$ cat src/rtl/fp16_mac_pkg.sv
// Shared FP16 exponent constants and the default payload carried by the
// exponent-difference pipeline slices.
package fp16_mac_pkg;

    localparam int FP16_EXP_W     = 5;
    localparam int FP16_MAN_W     = 10;
    localparam int FP16_ALIGN_MAX = FP16_MAN_W + 1;

    typedef struct packed {
        logic [FP16_EXP_W-1:0] diff;
        logic                  a_lt_b;
        logic                  equal;
        logic [FP16_EXP_W-1:0] shift;
        logic                  sat;
    } exp_diff_t;

endpackage

$ cat src/rtl/exp_diff_pipe_if.sv
// Operand/result handshake bundle of the exponent-difference pipeline.
interface exp_diff_pipe_if
    import fp16_mac_pkg::*;
#(
    parameter int WIDTH = FP16_EXP_W
);
    logic             in_valid;
    logic             in_ready;
    logic [WIDTH-1:0] a;
    logic [WIDTH-1:0] b;
    logic             out_valid;
    logic             out_ready;
    logic [WIDTH-1:0] diff;
    logic             a_lt_b;
    logic             equal;
    logic [WIDTH-1:0] shift;
    logic             sat;
    logic [15:0]      txn_count;
    logic [15:0]      sat_count;

    modport master (
        output in_valid, a, b, out_ready,
        input  in_ready, out_valid, diff, a_lt_b, equal, shift, sat,
               txn_count, sat_count
    );

    modport slave (
        input  in_valid, a, b, out_ready,
        output in_ready, out_valid, diff, a_lt_b, equal, shift, sat,
               txn_count, sat_count
    );
endinterface

$ cat src/rtl/exp_diff_stage.sv
// One valid/ready register slice; bubbles collapse because an empty slice
// always accepts, and a full one accepts whenever its entry moves on.
module exp_diff_stage
    import fp16_mac_pkg::*;
#(
    parameter type payload_t = exp_diff_t
) (
    input  logic     clk,
    input  logic     rst_n,
    input  logic     in_valid,
    output logic     in_ready,
    input  payload_t in_data,
    output logic     out_valid,
    input  logic     out_ready,
    output payload_t out_data
);
    logic     valid_r;
    payload_t data_r;

    assign in_ready  = !valid_r || out_ready;
    assign out_valid = valid_r;
    assign out_data  = data_r;

    // Slice register: data only overwritten by a real entry so idle outputs keep their last value
    always_ff @(posedge clk or negedge rst_n) begin
        if (!rst_n) begin
            valid_r <= 1'b0;
            data_r  <= '0;
        end else if (in_ready) begin
            valid_r <= in_valid;
            if (in_valid) begin
                data_r <= in_data;
            end
        end
    end
endmodule

$ cat src/rtl/exp_diff_pipe.sv
// Biased-exponent difference with clamped alignment shift, STAGES register slices deep.
// Optional delivery statistics are enabled with macro EXP_DIFF_PIPE_STATS_EN.
module exp_diff_pipe
    import fp16_mac_pkg::*;
#(
    parameter int WIDTH     = FP16_EXP_W,
    parameter int STAGES    = 2,
    parameter int SHIFT_MAX = FP16_ALIGN_MAX
) (
    input  logic           clk,
    input  logic           rst_n,
    exp_diff_pipe_if.slave bus
);
    typedef struct packed {
        logic [WIDTH-1:0] diff;
        logic             a_lt_b;
        logic             equal;
        logic [WIDTH-1:0] shift;
        logic             sat;
    } slice_t;

    localparam logic [WIDTH-1:0] SHIFT_CEIL = WIDTH'(SHIFT_MAX);

    logic [WIDTH:0]   sub_s;
    logic [WIDTH-1:0] mag_s;
    slice_t           res_s;

    // Borrow of the zero-extended subtraction selects which operand order gives |a-b|
    always_comb begin
        sub_s = {1'b0, bus.a} - {1'b0, bus.b};
        mag_s = '0;
        res_s = '0;
        if (sub_s[WIDTH]) begin
            mag_s = bus.b - bus.a;
        end else begin
            mag_s = sub_s[WIDTH-1:0];
        end
        res_s.diff   = mag_s;
        res_s.a_lt_b = sub_s[WIDTH];
        res_s.equal  = (bus.a == bus.b);
        if (mag_s > SHIFT_CEIL) begin
            res_s.sat   = 1'b1;
            res_s.shift = SHIFT_CEIL;
        end else begin
            res_s.sat   = 1'b0;
            res_s.shift = mag_s;
        end
    end

    logic [STAGES:0] valid_s;
    logic [STAGES:0] ready_s;
    slice_t          data_s [0:STAGES];

    assign valid_s[0]      = bus.in_valid;
    assign data_s[0]       = res_s;
    assign ready_s[STAGES] = bus.out_ready;
    assign bus.in_ready    = ready_s[0];

    for (genvar k = 0; k < STAGES; k++) begin : g_slice
        exp_diff_stage #(
            .payload_t (slice_t)
        ) u_stage (
            .clk       (clk),
            .rst_n     (rst_n),
            .in_valid  (valid_s[k]),
            .in_ready  (ready_s[k]),
            .in_data   (data_s[k]),
            .out_valid (valid_s[k+1]),
            .out_ready (ready_s[k+1]),
            .out_data  (data_s[k+1])
        );
    end

    assign bus.out_valid = valid_s[STAGES];
    assign bus.diff      = data_s[STAGES].diff;
    assign bus.a_lt_b    = data_s[STAGES].a_lt_b;
    assign bus.equal     = data_s[STAGES].equal;
    assign bus.shift     = data_s[STAGES].shift;
    assign bus.sat       = data_s[STAGES].sat;

`ifdef EXP_DIFF_PIPE_STATS_EN
    logic [15:0] txn_r;
    logic [15:0] sat_r;

    // Delivery counters, wrapping naturally at 16 bits
    always_ff @(posedge clk or negedge rst_n) begin
        if (!rst_n) begin
            txn_r <= 16'h0000;
            sat_r <= 16'h0000;
        end else if (bus.out_valid && bus.out_ready) begin
            txn_r <= txn_r + 16'd1;
            if (bus.sat) begin
                sat_r <= sat_r + 16'd1;
            end
        end
    end

    assign bus.txn_count = txn_r;
    assign bus.sat_count = sat_r;
`else
    assign bus.txn_count = 16'h0000;
    assign bus.sat_count = 16'h0000;
`endif
endmodule

$ cat src/flat_wrapper.sv
// flat-port wrapper written by rule: the top's interface ports become plain ports
module exp_diff_pipe_flat import fp16_mac_pkg::*;
#(
    parameter int WIDTH     = FP16_EXP_W,
    parameter int STAGES    = 2,
    parameter int SHIFT_MAX = FP16_ALIGN_MAX
)
  (clk, rst_n, bus_in_valid, bus_a, bus_b, bus_out_ready, bus_in_ready, bus_out_valid, bus_diff, bus_a_lt_b, bus_equal, bus_shift, bus_sat, bus_txn_count, bus_sat_count);
  exp_diff_pipe_if #(.WIDTH(WIDTH)) bus_i ();
  input  logic clk;
  input  logic rst_n;
  input wire logic [$bits(bus_i.in_valid)-1:0] bus_in_valid;
  input wire logic [$bits(bus_i.a)-1:0] bus_a;
  input wire logic [$bits(bus_i.b)-1:0] bus_b;
  input wire logic [$bits(bus_i.out_ready)-1:0] bus_out_ready;
  output wire logic [$bits(bus_i.in_ready)-1:0] bus_in_ready;
  output wire logic [$bits(bus_i.out_valid)-1:0] bus_out_valid;
  output wire logic [$bits(bus_i.diff)-1:0] bus_diff;
  output wire logic [$bits(bus_i.a_lt_b)-1:0] bus_a_lt_b;
  output wire logic [$bits(bus_i.equal)-1:0] bus_equal;
  output wire logic [$bits(bus_i.shift)-1:0] bus_shift;
  output wire logic [$bits(bus_i.sat)-1:0] bus_sat;
  output wire logic [$bits(bus_i.txn_count)-1:0] bus_txn_count;
  output wire logic [$bits(bus_i.sat_count)-1:0] bus_sat_count;
  assign bus_i.in_valid = bus_in_valid;
  assign bus_i.a = bus_a;
  assign bus_i.b = bus_b;
  assign bus_i.out_ready = bus_out_ready;
  assign bus_in_ready = bus_i.in_ready;
  assign bus_out_valid = bus_i.out_valid;
  assign bus_diff = bus_i.diff;
  assign bus_a_lt_b = bus_i.a_lt_b;
  assign bus_equal = bus_i.equal;
  assign bus_shift = bus_i.shift;
  assign bus_sat = bus_i.sat;
  assign bus_txn_count = bus_i.txn_count;
  assign bus_sat_count = bus_i.sat_count;
  exp_diff_pipe #(.WIDTH(WIDTH), .STAGES(STAGES), .SHIFT_MAX(SHIFT_MAX)) u_core (.clk(clk), .rst_n(rst_n), .bus(bus_i));
endmodule
$ cat config.mk
export PLATFORM = sky130hd
export DESIGN_NAME = exp_diff_pipe_flat
export DESIGN_NICKNAME = d
export VERILOG_FILES = /design/src/rtl/fp16_mac_pkg.sv /design/src/rtl/exp_diff_pipe_if.sv /design/src/rtl/exp_diff_stage.sv /design/src/rtl/exp_diff_pipe.sv /design/src/flat_wrapper.sv
export SDC_FILE = /design/constraint.sdc
export NUM_CORES = 1
export LEC_CHECK = 0
export BUFFER_PORTS_ARGS = -buffer_cell sky130_fd_sc_hd__clkbuf_2
export CORE_ASPECT_RATIO = 0.7
export CORE_MARGIN = 2
export CORE_UTILIZATION = 54
export DETAILED_ROUTE_END_ITERATION = 8
export PLACE_DENSITY = 0.85
export SKIP_LAST_GASP = 1
export SLEW_MARGIN = 20
export SYNTH_ARGS = -nofsm -noshare
export SYNTH_HDL_FRONTEND = slang
export SYNTH_SLANG_ARGS = --single-unit
$ cat constraint.sdc
create_clock -name clk -period 2.3 [get_ports clk]
set_input_delay 0.345 -clock clk [delete_from_list [all_inputs] [get_ports clk]]
set_output_delay 0.345 -clock clk [all_outputs]
set_load 0.01 [all_outputs]
* After elaboration in Yosys (flattened, before gate mapping)
Index checks and enable logic that the tools add are counted.
W data, S select, Z words.
** Storage, ports and cells
- Register bits :: 28
- Input port bits :: 14
- Output and inout bits :: 47
- Logic and storage cells :: 24
** Cells by class
- Add/subtract/negate cells :: 2
- Magnitude comparators :: 1
- Eq/ne operators :: 1
- Muxes and demuxes :: 2
- Reduce and logical (&&, ||, !) cells :: 6
** Operators with widths (count)
- $mux W6 :: 1
- $sub A5 B5 Y6 :: 1
- $eq A5 B5 Y1 :: 1
- $gt A5 B4 Y1 const B :: 1
- $mux W5 :: 1
- $sub A5 B5 Y5 :: 1
- $reduce_and A2 Y1 :: 2
- $logic_not A1 Y1 :: 2
- $logic_or A1 B1 Y1 :: 2

* Longest topological paths before layout
Gate-level depths: netlist of run 1.
- Depth after elaboration :: 4
- Gate-level depth with buffers :: 9
- Depth with buffers taken out :: 9

* Modules after synthesis
From an unflattened synthesis of run 1, not the netlist that was laid out.
** Unflattened totals
- Cells, all modules :: 170
- Area, all modules :: 2052.0 µm²
** Modules (own cells, without submodules)
- exp_diff_stage :: times used 2, cells an instance 31, area an instance 586.8 µm²
- exp_diff_pipe :: times used 1, cells an instance 108, area an instance 878.3 µm²

* Least setup slack after synthesis of run 1
Ideal clock, no wire load.
- Path type :: in2reg
- Start :: input bus_b[3]
- End :: register u_core.g_slice[0].u_stage.data_r, in the netlist u_core.g_slice[0].u_stage.out_data[3]
- Arrival :: 1.944 ns
- Data required time :: 2.178 ns
- Slack :: 0.234 ns
- Cell stages on the path :: 9
- Buffers on the path :: 1
- Cell sequence :: inv_1 -> ha_1 -> buf_2 -> a21o_1 -> a21oi_2 -> and2_4 -> mux2i_2 -> xnor2_2 -> a32o_1
** Between the ends
- Longest elaborated chain between the ends :: 4
** RTL lines
- start: declaration :: line flat_wrapper.sv:14 : input wire logic [$bits(bus_i.b)-1:0] bus_b;
- $sub A5 B5 Y6 / $sub A5 B5 Y5 (equally long branches) :: line exp_diff_pipe.sv:30, exp_diff_pipe.sv:34
- $mux W5 * :: line exp_diff_pipe.sv:33 : if (sub_s[WIDTH]) begin
- $gt A5 B4 Y1 :: line exp_diff_pipe.sv:41 : if (mag_s > SHIFT_CEIL) begin
- $mux W6 * :: line exp_diff_pipe.sv:41
- end signal: assignment :: line exp_diff_stage.sv:32 : data_r <= in_data;
- end: declaration :: line exp_diff_stage.sv:18 : payload_t data_r;
Every way passes the cells marked *; elsewhere a longest branch is shown, timed or not.
A chain may end at the register's enable or synchronous reset.

* Worst setup path after layout of run 1
- Start :: input bus_b[0]
- End :: register u_core.g_slice[0].u_stage.data_r, in the netlist u_core.g_slice[0].u_stage.out_data[1]
Same word-level chain as after synthesis.

==> run_results.csv, run 1 <==
group,metric,value,unit
synthesis,yosysMostFrequentCell,"buf_4",
routing,drtIter0Drc,44,
sta,hold_violations,0,
sta,slew_headroom,54.65,%
power_and_ir_drop,total_power,1.470,mW
routing,viasPerCell,4.822,
routing,route.met3.wl,192,µm
synthesis,synth-simple-area-share,11.43,%
global_route,grt_pass1_wl,4.533,mm
final_layout,area_growth,4.063,%
setup_path,startpoint,"bus_b[0]",
global_route,overflow,0,
floorplanning,num_io_pins,61,
routing,firstDrtPassIters,4,
routing,m1WireLength,1.415,mm
placement,hpwl,2.233,mm
floorplanning,rows,17,
sta,fin_skew,0.004231,ns
power_and_ir_drop,comb_power_share,29.0,%
cts,numCtsBuffers,3,
sta,finalCriticalPeriod,1.976,ns
setup_path,critPathLaunchType,"primary input",
global_route,antenna_found_initial,0,
routing,ant_nets,0,
setup_path,crit_type,"primary input to flip-flop",
synthesis,syn_avg_cell_area,10.26,µm²
floorplanning,dieArea,0.003852,mm²
routing,wl,2.803,mm
sta,fmax,506.0,MHz
cts,cts_tree,"done",
setup_path,endpoint_kind,"flip-flop",
placement,numPortBuffers,28,
setup_path,crit_fanout,3,
cts,clk_pin_slew_worst_paths,0.09,ns
sta,timing.setup.tns,0,ns
worst_hold_path,min_path_type,"primary input to asynchronous set/reset pin",
global_route,grt_max_degree,29,
synthesis,synthFlopType,"dfrtp_1",
sta,tightest_slew,0.6802,ns
cts,root_buffer,"clkbuf_8",
synthesis,synth-seq-cells,28,
outcome,status,"finished, final reports clean",
synthesis,synth_top_area_cell,"dfrtp_1",
floorplanning,die_h,52.53,µm
synthesis,muxShareOfSynthArea,9.986,%
synthesis,synth_top_family_by_area,"buffers and inverters",
power_and_ir_drop,p_int,1.037,mW
placement,place_inst,232,
synthesis,ys_top_cells_by_count,"buf_4, dfrtp_1, mux2_2, inv_1, nand2_1",
final_layout,drive_gt1_share,29.29,%
routing,wl_per_cell,11.88,µm
cts,hold_buffers,0,
global_route,track_usage,16.01,%
run,maxCapViolations,0,
synthesis,synth_area_leaders,"dfrtp_1, buf_4, mux2_2",
routing,route.detailed.drc,0,
sta,rsz0062_at_grt,"false",
routing,vias,1138,
setup_path,worstPathArrival,2.10,ns
cts,post_cts_resized,0,
power_and_ir_drop,clockPowerShare,25.9,%
final_layout,nets,224,
sta,setup_violations,0,
power_and_ir_drop,p_sw_share,29.48,%
cts,cts_sinks,28,
synthesis,netlist.area_leader.share,38.57,%
cts,clock_path_buffers,2,
final_layout,n_fill_cell,273,
final_layout,n_antenna_cell,0,
routing,dr.max_layer_used,"met4",
synthesis,synth_edf_count,0,
synthesis,synthArstFlopShare,100.0,%
setup_path,crit-reg2reg-launch,"u_core.g_slice[1].u_stage.out_valid",
final_layout,layout.cells.non_filler,236,
power_and_ir_drop,p_leak,0.9785,nW
sta,whs,0.09325,ns
cts,clk-insertion-delay-late,0.27,ns
sta,drv_slew,0,
floorplanning,core_area,0.003191,mm²
synthesis,synth-adder-area-share,8.402,%
power_and_ir_drop,ir_drop,0.5566,mV
power_and_ir_drop,seq_power_share,45.1,%
placement,place.gp.congestion,0.8251,
sta,fin_crit_sh,85.92,%
setup_path,cp.required,2.43,ns
global_route,grt_pass1_vias,921,
synthesis,synth-xor-area-share,1.377,%
power_and_ir_drop,power.density,777.7,mW/mm²
synthesis,synthCells,177,
routing,routed-wl-met2,1.173,mm
cts,post_cts_buffers,0,
synthesis,synth_compound_area_share,9.091,%
synthesis,synth_cell_type_count,39,
floorplanning,start_util,56.94,%
synthesis,syn_area,0.001817,mm²
cts,htreeDepth,1,
floorplanning,die_w,73.33,µm
synthesis,ys_seq_area_share,38.57,%
power_and_ir_drop,power.switching,0.4335,mW
setup_path,rrSetupSlack,0.90,ns
synthesis,ys_warn_count,0,
-- flip-flops by register name, summed over array words and instances, names as in the netlist --
signal and count:
u_core.g_slice.u_stage.out_data 26, u_core.g_slice.u_stage.out_valid 2
-- area by class of cell --
class | count | area, µm² | share of cell area [%]
clock buffer | 3 | 41.29 | 2.184
clock inverter | 1 | 30.03 | 1.588
inverter | 11 | 41.29 | 2.184
multi-input combinational | 122 | 852.1 | 45.07
sequential | 28 | 700.7 | 37.06
tap | 38 | 47.55 | 2.515
timing repair buffer | 33 | 177.7 | 9.398
-- stage by stage --
step / utilization [%] / instance area [µm²] / setup WS [ns]
floorplan: - / 1933 / 0.2340
global placement: 57.02 / 1819 / 0.05875
detailed placement: 57.02 / 1819 / 0.05227
CTS: 59.25 / 1891 / 0.3386
global route: 59.25 / 1891 / 0.1796
finish: 59.25 / 1891 / 0.3237
-- worst paths after layout --
path,to,cells past startpoint
worst min-delay path,u_core.g_slice[1].u_stage.out_data[12],1
worst min register to register,u_core.g_slice[0].u_stage.out_data[10],1
min in group clk,u_core.g_slice[0].u_stage.out_valid,2
max in group asynchronous,u_core.g_slice[0].u_stage.out_data[1],1
worst max-delay path,u_core.g_slice[0].u_stage.out_data[1],9
worst max register to register,u_core.g_slice[1].u_stage.out_data[9],3
-- logic make-up (layout without fill, tap and decap cells) --
logic type	after synthesis	in the layout
muxes	16	16
AOI/OAI and AO/OA	24	24
DFF	28	28
buffers and inverters	58	48
xor gates and xnor gates	2	2
and+or+nand+nor	37	37
other	1	32
adders and majority gates	11	11
-- power groups by stage --
stage | Clock (mW) | Combinational (mW) | Sequential (mW)
after floorplan | 0 | 0.390 | 0.662
after global placement | 0 | 0.418 | 0.671
after detailed placement | 0 | 0.428 | 0.674
after CTS | 0.388 | 0.429 | 0.664
after global routing | 0.417 | 0.475 | 0.677
final | 0.380 | 0.427 | 0.663
-- worst max-delay path, stage by stage --
cell	delay, ns
clkbuf_2	0.10
inv_1	0.05
ha_1	0.17
inv_1	0.06
fa_1	0.42
and3b_1	0.21
a2111oi_2	0.41
or2_1	0.20
a41oi_1	0.14
-- layout by cell type, fill, tap and decap left out, drive strengths merged --
cell type / synthesis / layout
nand2: 11 / 11
and3: 1 / 1
nor2: 5 / 5
a32o: 1 / 1
mux2: 14 / 14
a2111oi: 1 / 1
a41oi: 2 / 2
nand3b: 3 / 3
a31oi: 3 / 3
dfrtp: 28 / 28
nor3b: 1 / 1
nor4: 1 / 1
bufinv: 0 / 1
nand2b: 5 / 5
a21oi: 7 / 7
xor2: 1 / 1
inv: 11 / 11
and3b: 1 / 1
conb: 1 / 32
ha: 9 / 9
or2: 1 / 1
nor2b: 2 / 2
clkbuf: 2 / 31
mux2i: 2 / 2
nand3: 1 / 1
xnor2: 1 / 1
a21o: 3 / 3
and2: 3 / 3
fa: 2 / 2
buf: 45 / 5
and4b: 1 / 1
nor4bb: 1 / 1
o21ai: 7 / 7
-- metal layers --
metal | track usage [%] | vias up
met5 | 0 | -
met4 | 3.333 | 0
met3 | 5.192 | 4
met2 | 20.57 | 47
met1 | 25.55 | 530
li1 | - | 557
(Power assumes the default switching activity.)
==> run 2, diff against run 1 <==
--- a/config.mk
+++ b/config.mk
@@ -5,7 +5,7 @@
 export SDC_FILE = /design/constraint.sdc
 export NUM_CORES = 1
 export LEC_CHECK = 0
-export BUFFER_PORTS_ARGS = -buffer_cell sky130_fd_sc_hd__clkbuf_2
+export BUFFER_PORTS_ARGS = -buffer_cell sky130_fd_sc_hd__buf_4
 export CORE_ASPECT_RATIO = 0.7
 export CORE_MARGIN = 2
 export CORE_UTILIZATION = 54
==> run 2 against run 1 <==
Against the previous run: combinational power is 9.8% higher; power is 3.3% higher; wire length is 0.61% higher; final area is 4.2% higher; sequential power hardly changed; cell count is 0.42% higher; via count is 0.79% lower; core utilization is 2.5 points higher; critical path type unchanged; critical endpoint is now u_core.g_slice[0].u_stage.out_data[3]; largest power group unchanged.
==> run_results.csv, run 2 (synthesized netlist as in run 1, its figures left out) <==
group,metric,value,unit
outcome,status,"finished, final reports clean",
cts,root_buffer,"clkbuf_8",
setup_path,crit-reg2reg-launch,"u_core.g_slice[1].u_stage.out_valid",
setup_path,crit_type,"primary input to flip-flop",
final_layout,nets,225,
routing,ant_nets,0,
routing,firstDrtPassIters,4,
sta,drv_slew,0,
routing,vias,1129,
setup_path,startpoint,"bus_b[3]",
final_layout,final_common_cell,"buf_4",
cts,hold_buffers,1,
setup_path,reg2reg_depth,3,
sta,fin_crit_sh,82.95,%
routing,route.detailed.drc,0,
routing,wl_per_cell,11.90,µm
worst_hold_path,min-delay-start,"bus_in_valid",
cts,clk-insertion-delay-late,0.28,ns
global_route,antenna_found_initial,0,
routing,wl,2.820,mm
global_route,overflow,0,
floorplanning,die_w,73.33,µm
setup_path,endpoint_kind,"flip-flop",
sta,whs,0.2813,ns
floorplanning,die_h,52.53,µm
floorplanning,core_area,0.003191,mm²
cts,post_cts_buffers,0,
power_and_ir_drop,power.switching,0.4380,mW
final_layout,area_growth,8.471,%
worst_hold_path,min_path_type,"primary input to flip-flop",
setup_path,rrSetupSlack,0.90,ns
sta,hold_violations,0,
placement,hpwl,2.210,mm
cts,clock_path_buffers,2,
cts,numCtsBuffers,3,
sta,fmax,524.1,MHz
power_and_ir_drop,p_int,1.081,mW
final_layout,n_fill_cell,287,
setup_path,crit_fanout,6,
sta,tightest_slew,0.5417,ns
setup_path,cp.required,2.47,ns
power_and_ir_drop,p_leak,1.001,nW
sta,setup_violations,0,
setup_path,critPathLaunchType,"primary input",
sta,finalCriticalPeriod,1.908,ns
cts,cts_sinks,28,
final_layout,layout_common_cells,"buf_4, conb_1, dfrtp_1",
floorplanning,num_io_pins,61,
cts,clk_pin_slew_worst_paths,0.09,ns
cts,htreeDepth,1,
final_layout,drive_gt1_share,29.15,%
floorplanning,rows,17,
power_and_ir_drop,power.density,770.6,mW/mm²
global_route,grt_pass1_wl,4.623,mm
global_route,grt_pass1_vias,1021,
floorplanning,dieArea,0.003852,mm²
cts,cts_tree,"done",
run,maxCapViolations,0,
routing,drtIter0Drc,43,
power_and_ir_drop,comb_power_share,30.9,%
routing,viasPerCell,4.764,
sta,slew_headroom,63.80,%
final_layout,largest_register_ffs,26,
cts,post_cts_resized,0,
worst_hold_path,worstHoldPathCells,2,
sta,timing.setup.tns,0,ns
power_and_ir_drop,p_sw_share,28.84,%
power_and_ir_drop,ir_drop,0.4821,mV
sta,rsz0062_at_grt,"false",
placement,place.gp.congestion,0.7852,
global_route,track_usage,15.96,%
global_route,grt_max_degree,29,
placement,numPortBuffers,28,
power_and_ir_drop,seq_power_share,43.7,%
power_and_ir_drop,clockPowerShare,25.4,%
setup_path,worstPathArrival,2.08,ns
final_layout,n_antenna_cell,0,
floorplanning,start_util,56.94,%
sta,fin_skew,0.008375,ns
==> run 2: cell type report <==
type                       instances  area [µm²]  area share (%)
sequential                        28       700.7           35.56
multi-input combinational        122       852.1           43.24
tap                               38       47.55           2.413
clock inverter                     1       30.03           1.524
clock buffer                       3       41.29           2.095
timing repair buffer              34       257.7           13.08
inverter                          11       41.29           2.095
==> run 2: critical path, cell delays in order <==
cell	delay, ns
buf_4	0.08
inv_1	0.03
ha_1	0.32
a21o_1	0.19
a21oi_2	0.20
and2_4	0.22
mux2i_2	0.27
xnor2_2	0.14
a32o_1	0.27
==> run 2: power by group through the flow <==
stage,clock network (mW),registers (mW),logic (mW)
2_1_floorplan,0,0.662,0.390
3_3_place_gp,0,0.672,0.461
6_report,0.385,0.664,0.469
3_5_place_dp,0,0.675,0.469
4_1_cts,0.391,0.666,0.474
5_1_grt,0.417,0.680,0.519
==> run 2: through the flow <==
stage | total power, mW | std cells | utilization, % | worst slack (ns) | instance area, µm²
3_3_place_gp | 1.132 | 232 | 59.22 | 0.1427 | 1889
4_1_cts | 1.530 | 237 | 61.76 | 0.3868 | 1971
5_1_grt | 1.616 | 237 | 61.76 | 0.2431 | 1971
3_5_place_dp | 1.144 | 232 | 59.22 | 0.1306 | 1889
6_report | 1.519 | 237 | 61.76 | 0.3921 | 1971
2_1_floorplan | 1.052 | 208 | - | 0.2340 | 1933
==> run 2: layer usage <==
metal  routed length (µm)  track usage, %  part of all wire (%)  vias to the layer above
met3                  182           4.231                   6.5                        2
met5                    0               0                     0                        -
met1                 1398           24.32                    50                      535
li1                     -               -                     -                      560
met4                   19           3.636                  0.67                        0
met2                 1219           22.52                    43                       32
==> run 2: worst paths after layout <==
path	endpoint
min reg2reg	u_core.g_slice[0].u_stage.out_data[8]
max reg2reg	u_core.g_slice[1].u_stage.out_data[3]
min	u_core.g_slice[0].u_stage.out_valid
max in group asynchronous	u_core.g_slice[1].u_stage.out_data[1]
min in group asynchronous	u_core.g_slice[1].u_stage.out_data[11]
max	u_core.g_slice[0].u_stage.out_data[3]
